File: config.mk
export PLATFORM = sky130hd
export DESIGN_NAME = mux_serial_ctrl_flat
export DESIGN_NICKNAME = d
export VERILOG_FILES = /design/src/rtl/mux_serial_ctrl_pkg.sv /design/src/rtl/mux_serial_ctrl_if.sv /design/src/rtl/mux_serial_ctrl_mux7_sel.sv /design/src/rtl/mux_serial_ctrl.sv /design/src/flat_wrapper.sv
export SDC_FILE = /design/constraint.sdc
export NUM_CORES = 1
export LEC_CHECK = 0
export ABC_AREA = 1
export CORE_MARGIN = 3
export CORE_UTILIZATION = 57
export DETAILED_ROUTE_END_ITERATION = 8
export GPL_TIMING_DRIVEN = 0
export PLACE_DENSITY = 0.79
export SLEW_MARGIN = 40
export SYNTH_ARGS = -nofsm -noshare
export SYNTH_HDL_FRONTEND = slang
export SYNTH_SLANG_ARGS = --single-unit
File: constraint.sdc
create_clock -name Clock -period 3.34 [get_ports Clock]
set_clock_uncertainty 0.2 [all_clocks]
set_input_delay 0.668 -clock Clock [delete_from_list [all_inputs] [get_ports Clock]]
set_output_delay 0.668 -clock Clock [all_outputs]
set_load 0.01 [all_outputs]
File: src/rtl/mux_serial_ctrl_pkg.sv
// Shared definitions for the 7-bit serializing mux sequencer:
// state encodings and the select value that parks the mux.
package mux_serial_ctrl_pkg;

   typedef enum logic [1:0] {
      ST_IDLE  = 2'd0,
      ST_SHIFT = 2'd1,
      ST_DONE  = 2'd2
   } state_e;

   localparam logic [2:0] SEL_IDLE = 3'b111;
   localparam logic [2:0] SEL_LAST = 3'd6;

endpackage

File: src/rtl/mux_serial_ctrl_if.sv
// Control/data bundle between the sequencer and its driving logic.
interface mux_serial_ctrl_if;
   logic       Start;
   logic       Abort;
   logic [6:0] Data;
   logic [2:0] MuxSelect;
   logic       SerialOut;
   logic       BitValid;
   logic       Busy;
   logic       Done;

   modport master (
      output Start, Abort, Data,
      input  MuxSelect, SerialOut, BitValid, Busy, Done
   );

   modport slave (
      input  Start, Abort, Data,
      output MuxSelect, SerialOut, BitValid, Busy, Done
   );
endinterface

File: src/rtl/mux_serial_ctrl_mux7_sel.sv
// Combinational 7:1 bit select; select 3'b111 parks the output low.
module mux7_sel
   import mux_serial_ctrl_pkg::*;
(
   input  logic [6:0] data,
   input  logic [2:0] sel,
   output logic       bit_o
);

   always_comb begin
      bit_o = 1'b0;
      case (sel)
         3'd0:    bit_o = data[0];
         3'd1:    bit_o = data[1];
         3'd2:    bit_o = data[2];
         3'd3:    bit_o = data[3];
         3'd4:    bit_o = data[4];
         3'd5:    bit_o = data[5];
         3'd6:    bit_o = data[6];
         default: bit_o = 1'b0;
      endcase
   end

endmodule

File: src/rtl/mux_serial_ctrl.sv
// Sequencer that captures a 7-bit word on Start and walks the mux select
// 0..6, holding each bit for HOLD_CYCLES clocks, LSB first.
module mux_serial_ctrl
   import mux_serial_ctrl_pkg::*;
#(
   parameter int unsigned HOLD_CYCLES = 4
) (
   input  logic             Clock,
   input  logic             Reset,
   mux_serial_ctrl_if.slave bus
);

   localparam logic [7:0] HOLD_LAST = 8'(HOLD_CYCLES - 1);

   state_e     state_q, state_d;
   logic [6:0] data_q, data_d;
   logic [7:0] hold_q, hold_d;
   logic [2:0] sel_q, sel_d;
   logic       serial_out;

   always_ff @(posedge Clock or posedge Reset) begin
      if (Reset) begin
         state_q <= ST_IDLE;
         data_q  <= '0;
         hold_q  <= '0;
         sel_q   <= SEL_IDLE;
      end else begin
         state_q <= state_d;
         data_q  <= data_d;
         hold_q  <= hold_d;
         sel_q   <= sel_d;
      end
   end

   always_comb begin
      state_d = state_q;
      data_d  = data_q;
      hold_d  = hold_q;
      sel_d   = sel_q;
      case (state_q)
         ST_IDLE: begin
            if (bus.Start) begin
               state_d = ST_SHIFT;
               data_d  = bus.Data;
               hold_d  = '0;
               sel_d   = '0;
            end
         end
         ST_SHIFT: begin
            // Abort wins over the end-of-hold step, including on the last bit.
            if (bus.Abort) begin
               state_d = ST_IDLE;
               hold_d  = '0;
               sel_d   = SEL_IDLE;
            end else if (hold_q == HOLD_LAST) begin
               hold_d = '0;
               if (sel_q == SEL_LAST) begin
                  state_d = ST_DONE;
                  sel_d   = SEL_IDLE;
               end else begin
                  sel_d = sel_q + 3'd1;
               end
            end else begin
               hold_d = hold_q + 8'd1;
            end
         end
         ST_DONE: begin
            state_d = ST_IDLE;
         end
         default: begin
            state_d = ST_IDLE;
            sel_d   = SEL_IDLE;
         end
      endcase
   end

   mux7_sel u_mux7_sel (
      .data  (data_q),
      .sel   (sel_q),
      .bit_o (serial_out)
   );

   assign bus.MuxSelect = sel_q;
   assign bus.SerialOut = serial_out;
   assign bus.BitValid  = (state_q == ST_SHIFT);
   assign bus.Busy      = (state_q == ST_SHIFT);
   assign bus.Done      = (state_q == ST_DONE);

endmodule
File: src/flat_wrapper.sv
// flat-port wrapper written by rule: the top's interface ports become plain ports
module mux_serial_ctrl_flat import mux_serial_ctrl_pkg::*;
#(
   parameter int unsigned HOLD_CYCLES = 4
)
  (Clock, Reset, bus_Start, bus_Abort, bus_Data, bus_MuxSelect, bus_SerialOut, bus_BitValid, bus_Busy, bus_Done);
  mux_serial_ctrl_if bus_i ();
  input  logic Clock;
  input  logic Reset;
  input wire logic [$bits(bus_i.Start)-1:0] bus_Start;
  input wire logic [$bits(bus_i.Abort)-1:0] bus_Abort;
  input wire logic [$bits(bus_i.Data)-1:0] bus_Data;
  output wire logic [$bits(bus_i.MuxSelect)-1:0] bus_MuxSelect;
  output wire logic [$bits(bus_i.SerialOut)-1:0] bus_SerialOut;
  output wire logic [$bits(bus_i.BitValid)-1:0] bus_BitValid;
  output wire logic [$bits(bus_i.Busy)-1:0] bus_Busy;
  output wire logic [$bits(bus_i.Done)-1:0] bus_Done;
  assign bus_i.Start = bus_Start;
  assign bus_i.Abort = bus_Abort;
  assign bus_i.Data = bus_Data;
  assign bus_MuxSelect = bus_i.MuxSelect;
  assign bus_SerialOut = bus_i.SerialOut;
  assign bus_BitValid = bus_i.BitValid;
  assign bus_Busy = bus_i.Busy;
  assign bus_Done = bus_i.Done;
  mux_serial_ctrl #(.HOLD_CYCLES(HOLD_CYCLES)) u_core (.Clock(Clock), .Reset(Reset), .bus(bus_i));
endmodule
# Word-level counts from Yosys, hierarchy flattened
# Cells that the tools add are included.
# W data, S select, Z words.
dict set report word_totals {
  ff_bits 20
  in_bits 11
  out_inout_bits 7
}
dict set report op_classes {
  addsub 2
  eq_ne 12
  n_mux 15
  bitwise 1
  n_reduce_logical 7
}
# cell count
set op_table {}
lappend op_table {{$mux W8} 3}
lappend op_table {{$pmux W8 S2} 1}
lappend op_table {{$mux W3} 4}
lappend op_table {{$eq A3 B3 Y1 const B} 3}
lappend op_table {{$pmux W3 S3} 1}
lappend op_table {{$add A8 B1 Y8 const B} 1}
lappend op_table {{$eq A8 B2 Y1 const B} 1}
lappend op_table {{$mux W2} 4}
lappend op_table {{$pmux W1 S7} 1}
lappend op_table {{$eq A3 B2 Y1 const B} 2}
lappend op_table {{$ne A3 B2 Y1 const B} 2}
lappend op_table {{$reduce_and A3 Y1} 2}
lappend op_table {{$pmux W2 S2} 1}
lappend op_table {{$reduce_and A2 Y1} 2}
lappend op_table {{$add A3 B1 Y3 const B} 1}
lappend op_table {{$eq A3 B1 Y1 const B} 1}
lappend op_table {{$logic_not A3 Y1} 1}
lappend op_table {{$eq A2 B1 Y1 const B} 1}
lappend op_table {{$eq A2 B2 Y1 const B} 1}
lappend op_table {{$logic_not A2 Y1} 1}
lappend op_table {{$ne A2 B2 Y1 const B} 1}
lappend op_table {{$reduce_bool A2 Y1} 1}
lappend op_table {{$not A1 Y1} 1}

# Longest topological paths before layout
# Gate-level depths: netlist of run 1.
dict set report logic_depth {
  depth_word 5
  depth_mapped 8
  depth_no_buf 8
}

# Cells and area by module
# A second synthesis of run 1 with hierarchy kept.
dict set report hier_totals {
  hier_cells 151
  area_unflattened_um2 1226.2
}
# mod n_inst cells_each area_each_um2
set modules_own_cells {}
lappend modules_own_cells {mux_serial_ctrl 1 134 1146.1}
lappend modules_own_cells {mux7_sel 1 17 80.1}

# Least setup slack after synthesis of run 1
# Ideal clock, no wire load.
dict set report synth_path {
  kind {register to output}
  start {register u_core.sel_q[0], in the netlist u_core.bus.MuxSelect[0]}
  end {output port bus_SerialOut}
  arrival_time_ns 1.189
  required_time_ns 2.472
  slack_ns 1.283
  path_stages_with_launch 7
  n_path_buf 0
  cell_sequence {dfstp_2 > inv_1 > ha_1 > nand3_1 > o21ai_0 > nor2_1 > nand4_1}
}
dict set report synth_via {
  elab_chain_cells 2
  word_cells_on_any_way 8
}
# item line_no
set synth_lines {}
lappend synth_lines {{from (decl)} mux_serial_ctrl.sv:18} ;# logic [2:0] sel_q, sel_d;
lappend synth_lines {{from (signal assigned)} mux_serial_ctrl.sv:31} ;# sel_q <= sel_d;
lappend synth_lines {{$eq A3 B3 Y1 (tied with other cells)} mux_serial_ctrl_mux7_sel.sv:12} ;# case (sel)
lappend synth_lines {{$pmux W1 S7 *} mux_serial_ctrl_mux7_sel.sv:12}
lappend synth_lines {{to (decl)} flat_wrapper.sv:14} ;# output wire logic [$bits(bus_i.SerialOut)-1:0] bus_SerialOut;
# Mark *: on every way between the ends. The rest lies on a longest branch, timed or not.

# Final worst setup path of run 1
# Ends and elaborated chain as after synthesis.

==> results of run 1 <==
cell usage in the layout, fill, tap and decap left out, drive strengths merged:
cell type / synthesis / layout
clkdlybuf4s50: 0 / 17
or2: 1 / 1
dfrtp: 17 / 17
nand4: 6 / 6
nor2: 24 / 24
clkbuf: 0 / 4
clkinv: 0 / 1
a21oi: 3 / 3
dfstp: 3 / 3
nand2: 46 / 46
inv: 21 / 20
buf: 2 / 2
ha: 6 / 6
nand3: 16 / 16
o21ai: 5 / 5
mux2: 6 / 6
stage by stage:
step	util (%)	setup WS [ns]	total power [W]	cells	hold WS (ns)
floorplan	-	1.283	0.0007389	156	0.2781
CTS	72.79	0.4588	0.001046	204	0.3087
global route	72.79	0.3415	0.001126	204	0.3227
global placement	71.46	0.8120	0.0009067	200	0.2797
detailed placement	71.46	0.7998	0.0009240	200	0.2912
finish	72.79	0.4751	0.001041	204	0.3079
critical path: stages (launching register included):
cell	delay, ns
dfstp_2	0.61
inv_1	0.08
ha_1	0.21
nand2_1	0.09
o21ai_0	0.08
nor2_1	0.09
nand4_1	0.08
clkdlybuf4s50_1	0.48
registers in the layout (all words and copies together) (netlist names):
register,cells
u_core.hold_q,8
u_core.data_q,7
u_core.bus.MuxSelect,3
u_core.state_q,2
area by class of cell:
type                    count  area, um2  area share [%]
plain buffers               2      18.77           1.301
clock buffers               4      26.28           1.821
inverters                  21      78.83           5.464
multi-input cells         113      610.6           42.32
flip-flops and latches     20      504.2           34.95
well taps                  27      33.78           2.342
repair buffers             17      170.2           11.80
worst max-delay path by stage:
stage                                 start             to  slack, ns  depth (start not counted)
floorplan           u_core.bus.MuxSelect[0]  bus_SerialOut       1.28                          6
global placement    u_core.bus.MuxSelect[0]  bus_SerialOut       0.81                          7
detailed placement  u_core.bus.MuxSelect[0]  bus_SerialOut       0.80                          7
CTS                 u_core.bus.MuxSelect[0]  bus_SerialOut       0.46                          7
global route        u_core.bus.MuxSelect[0]  bus_SerialOut       0.34                          7
finish              u_core.bus.MuxSelect[0]  bus_SerialOut       0.48                          7
report_power, final:
group | switching, W | total [W] | internal [W]
Clock | 0.0000754 | 0.000122 | 0.0000465
Sequential | 0.0000735 | 0.000408 | 0.000334
Combinational | 0.000268 | 0.000511 | 0.000244
Total | 0.000416 | 0.00104 | 0.000624
logic make-up after synthesis:
group | synth area share (%)
buf+inv | 8.050
compound gates | 3.612
fa+ha+maj | 6.192
simple gates | 34.98
mux | 5.572
flops | 41.59
routing by layer:
metal	routed length (um)	track usage, %	up-vias	part of all wire, %
met2	1106	32.43	22	46
li1	-	-	535	-
met1	1172	28.10	491	48
met3	122	4.298	4	5.0
met5	0	0	-	0
met4	23	6.114	0	0.95
==> impl_metrics.yaml, run 1 <==
route:
  via_per_inst: 5.157
  drt-pass1-iter-count: 4
  drc_errors: 0
  drt-initial-drc-count: 22
  antenna_left: 0
  wirelength_mm: 2.424
  route.vias.total: 1052
  post_drt_wl_per_cell_um: 11.88
die:
  io_pins: 18
  core_mm2: 0.001982
  rows: 16
  start_util_pct: 61.17
  fp.dieArea_mm2: 0.002716
  die_y_um: 52.12
  die_w_um: 52.12
clock_network:
  clock_latency_ns: 0.30
  root_buffer: "clkbuf_4"
  clk_pin_slew_ns: 0.11
  cts_max_path_buffers: 2
  cts_max_level: 1
  holdBufCountCts: 0
  post_cts_resized: 0
  cts_setup_buffers: 0
  cts_tree: "yes"
  cts_buffers: 3
  cts_sinks: 20
timing:
  hold_viol: 0
  period_share_pct: 85.78
  setup_viol: 0
  fmax_mhz: 349.1
  setup_tns_ns: 0
  drv_slew: 0
  rsz0062_at_grt: "false"
  worstMarginPinSlew_ns: 0.7160
  slew_headroom_pct: 51.97
  layout_min_cycle_time_ns: 2.865
synthesis:
  yosysSeqAreaShare_pct: 41.59
  avgSynthCellArea_um2: 7.772
  syn_inst: 156
  synth_ff_type: "dfrtp_1"
  synth_edf_count: 0
  yosys-top-cells-area: "dfrtp_1 (35%), nand2_1 (13%), nor2_1 (6.8%)"
  ys_types: 18
  async_flop_share_pct: 100.0
  post-synth-top-count-cell: "nand2_1"
  synth_common_cells: "nand2_1 (43), nor2_1 (22), inv_1 (19), dfrtp_1 (17), nand3_1 (16)"
  yosysTopAreaCell: "dfrtp_1"
  synth.top_cell.area_share_pct: 35.09
  syn_area_mm2: 0.001212
  synthesis.nets: 173
  ys_ff_latch: 20
  yosys_warnings: 0
hold_path:
  hold_path_class: "flip-flop to flip-flop"
  hold_path_depth: 2
  hp-start: "u_core.bus.MuxSelect[1]"
  holdPathEnd: "u_core.bus.MuxSelect[1]"
power_and_ir_drop:
  pwr_density_cell_mw_per_mm2: 721.3
  peakVddDrop_mv: 0.4874
  leakagePower_nw: 0.7205
flow_run:
  cap_violations: 0
finish:
  finish.instance_area_mm2: 0.001443
  final_layout_size_suffix_gt1_share_pct: 12.99
  antenna_cells: 0
  fillerInstances: 161
  area_growth_pct: 18.99
  nets: 195
critical_path:
  reg2reg_slack_ns: 1.58
  ff2ff_path_depth: 7
  worstPathMaxFanout: 6
  end_kind: "output pin"
  startpoint_type: "flip-flop"
  rr_endpoint: "u_core.bus.MuxSelect[1]"
  arrival_ns: 2.00
  path_class: "flip-flop to output pin"
  critPathRequiredTime_ns: 2.47
  reg2reg_from: "u_core.bus.MuxSelect[0]"
placed_design:
  place_hpwl_mm: 1.812
  globalplace.congestion: 0.8574
  io_buffers: 17
  post_dp_cell_area_mm2: 0.001416
grt:
  grt_pass1_vias: 999
  grt_pass1_wl_mm: 4.153
  grt_usage_pct: 20.50
  grt_max_degree: 21
  grt.overflow.total: 0
  antenna_found_initial: 0
status:
  status: "finished, final reports clean"
(Power assumes the default switching activity.)
==> inputs of run 2 (changes only) <==
--- a/constraint.sdc
+++ b/constraint.sdc
@@ -3,3 +3,3 @@
 set_input_delay 0.668 -clock Clock [delete_from_list [all_inputs] [get_ports Clock]]
 set_output_delay 0.668 -clock Clock [all_outputs]
-set_load 0.01 [all_outputs]
+set_load 0.005 [all_outputs]
==> results of run 2 <==
The final DEF is identical to that of run 1. Status: finished, final reports clean.
Among the figures that moved: setup slack after placement 0.7998 ns -> 0.8331 ns; setup slack after layout 0.4751 ns -> 0.5091 ns; total power 0.001041 W -> 0.001022 W; worst IR drop on VDD 0.4874 mV -> 0.4764 mV
==> inputs of run 3 (changes only) <==
- CORE_UTILIZATION: 57 -> 48
- PLACE_DENSITY: 0.79 -> 0.71
- clock period: 3.34 -> 2.5 ns (I/O delays scaled with it)
==> run 3 against run 2 <==
Utilization shrank 6.7 points. Sequential power grew 31%. Flip-flop and latch count stayed put. Highest routed layer unchanged.
==> impl_metrics.yaml, run 3 (synthesis results as in run 1) <==
critical_path:
  ff2ff_path_depth: 9
  rr_endpoint: "u_core.bus.MuxSelect[1]"
  startpoint_type: "flip-flop"
  end_kind: "output pin"
  arrival_ns: 1.68
  critPathRequiredTime_ns: 1.80
  path_class: "flip-flop to output pin"
  reg2reg_slack_ns: 0.68
  worstPathMaxFanout: 4
  reg2reg_from: "u_core.bus.MuxSelect[1]"
clock_network:
  cts_buffers: 3
  cts_tree: "yes"
  clock_latency_ns: 0.31
  holdBufCountCts: 0
  root_buffer: "clkbuf_4"
  cts_sinks: 20
  cts_max_path_buffers: 2
  cts_max_level: 1
  clk_pin_slew_ns: 0.11
timing:
  fmax_mhz: 419.4
  fin_ws_ns: 0.1155
  worstMarginPinSlew_ns: 0.7163
  hold_viol: 0
  period_share_pct: 95.38
  layout_min_cycle_time_ns: 2.384
  slew_headroom_pct: 51.95
  drv_slew: 0
  setup_viol: 0
route:
  drt-initial-drc-count: 33
  post_drt_wl_per_cell_um: 13.02
  drt-pass1-iter-count: 4
  wirelength_mm: 2.773
  via_per_inst: 5.268
  antenna_left: 0
  drc_errors: 0
  route.vias.total: 1122
die:
  fp.dieArea_mm2: 0.003165
  start_util_pct: 52.78
  io_pins: 18
  rows: 17
  core_mm2: 0.002297
  die_y_um: 56.26
  die_w_um: 56.26
placed_design:
  io_buffers: 17
  place_hpwl_mm: 1.962
  dp_slack_ns: 0.1635
  globalplace.congestion: 0.8425
  post-place-cells: 201
grt:
  antenna_found_initial: 0
  grt_max_degree: 21
  grt_pass1_wl_mm: 4.540
  grt_usage_pct: 17.95
  grt_pass1_vias: 996
  grt.overflow.total: 0
power_and_ir_drop:
  power.share.combinational_pct: 52.0
  power.total_w: 0.001514
  seqPwrFrac_pct: 35.3
  switchingPower_w: 0.0005874
  peakVddDrop_mv: 0.7885
  leakagePower_nw: 0.7624
  switching_share_pct: 38.79
  internal_power_w: 0.0009269
  pwr_density_cell_mw_per_mm2: 997.0
  pwr-share-clk_pct: 12.7
hold_path:
  hp-start: "u_core.bus.MuxSelect[2]"
  hold_path_class: "flip-flop to flip-flop"
  holdPathEnd: "u_core.bus.MuxSelect[2]"
  hold_path_depth: 2
finish:
  final_common_cell: "nand2_1"
  fin_cells: 213
  antenna_cells: 0
  regMostFlops: "u_core.hold_q"
  final_layout_size_suffix_gt1_share_pct: 18.92
  final_cell_mix: "nand2_1 (43), nor2_1 (22), inv_1 (17), dfrtp_1 (17)"
  nets: 203
  area_growth_pct: 25.28
  largest_register_ffs: 8
status:
  status: "finished, final reports clean"
flow_run:
  cap_violations: 0
run 3: area by class of cell:
| type | count | area [um2] |
|---|---|---|
| inverters | 21 | 78.83 |
| flip-flops and latches | 20 | 504.2 |
| repair buffers | 25 | 230.2 |
| fillers | 199 | 778.2 |
| clock buffers | 4 | 36.28 |
| multi-input cells | 113 | 615.6 |
| plain buffers | 2 | 18.77 |
| well taps | 28 | 35.03 |
run 3: how the worst max path moves through the flow:
stage                             from            end  cells after the start
2_1_floorplan  u_core.bus.MuxSelect[0]  bus_SerialOut                      6
3_3_place_gp   u_core.bus.MuxSelect[0]  bus_SerialOut                      7
3_5_place_dp   u_core.bus.MuxSelect[0]  bus_SerialOut                      7
4_1_cts        u_core.bus.MuxSelect[0]  bus_SerialOut                      7
5_1_grt        u_core.bus.MuxSelect[1]  bus_SerialOut                      7
6_report       u_core.bus.MuxSelect[1]  bus_SerialOut                      7
run 3: layer usage:
| metal | global-route usage (%) | vias to the layer above | wire, um |
|---|---|---|---|
| met3 | 6.207 | 6 | 195 |
| met5 | 0 | - | 0 |
| li1 | - | 551 | - |
| met2 | 26.88 | 52 | 1276 |
| met1 | 24.21 | 513 | 1251 |
| met4 | 5.763 | 0 | 50 |
run 3: power groups by stage:
stage / sequential [W] / clock, W / combinational (W)
after floorplan: 0.000527 / 0 / 0.000436
after global placement: 0.000546 / 0 / 0.000645
after detailed placement: 0.000551 / 0 / 0.000668
after CTS: 0.000535 / 0.000193 / 0.000712
after global routing: 0.000553 / 0.000211 / 0.000880
final: 0.000535 / 0.000192 / 0.000787
run 3: critical path, cell delays in order (launching register included):
cell and delay [ns]:
dfstp_2 0.57, buf_4 0.11, ha_2 0.16, nand2_1 0.06, o21ai_0 0.14, nor2_1 0.07, nand4_1 0.06, clkdlybuf4s15_1 0.20
run 3: timing repair:
action	CTS	global route
buffers inserted	4	4
resized for setup	1	4
setup endpoints to repair	1	2
pin swaps	0	2
run 3: stage by stage:
step / instance area [um2] / setup TNS [ns] / hold WS [ns] / util (%)
finish: 1519 / 0 / 0.3068 / 66.12
global route: 1519 / -0.01067 / 0.3558 / 66.12
CTS: 1483 / 0 / 0.3082 / 64.54
detailed placement: 1418 / 0 / 0.2914 / 61.71
global placement: 1418 / 0 / 0.2840 / 61.71
floorplan: 1212 / 0 / 0.2616 / -
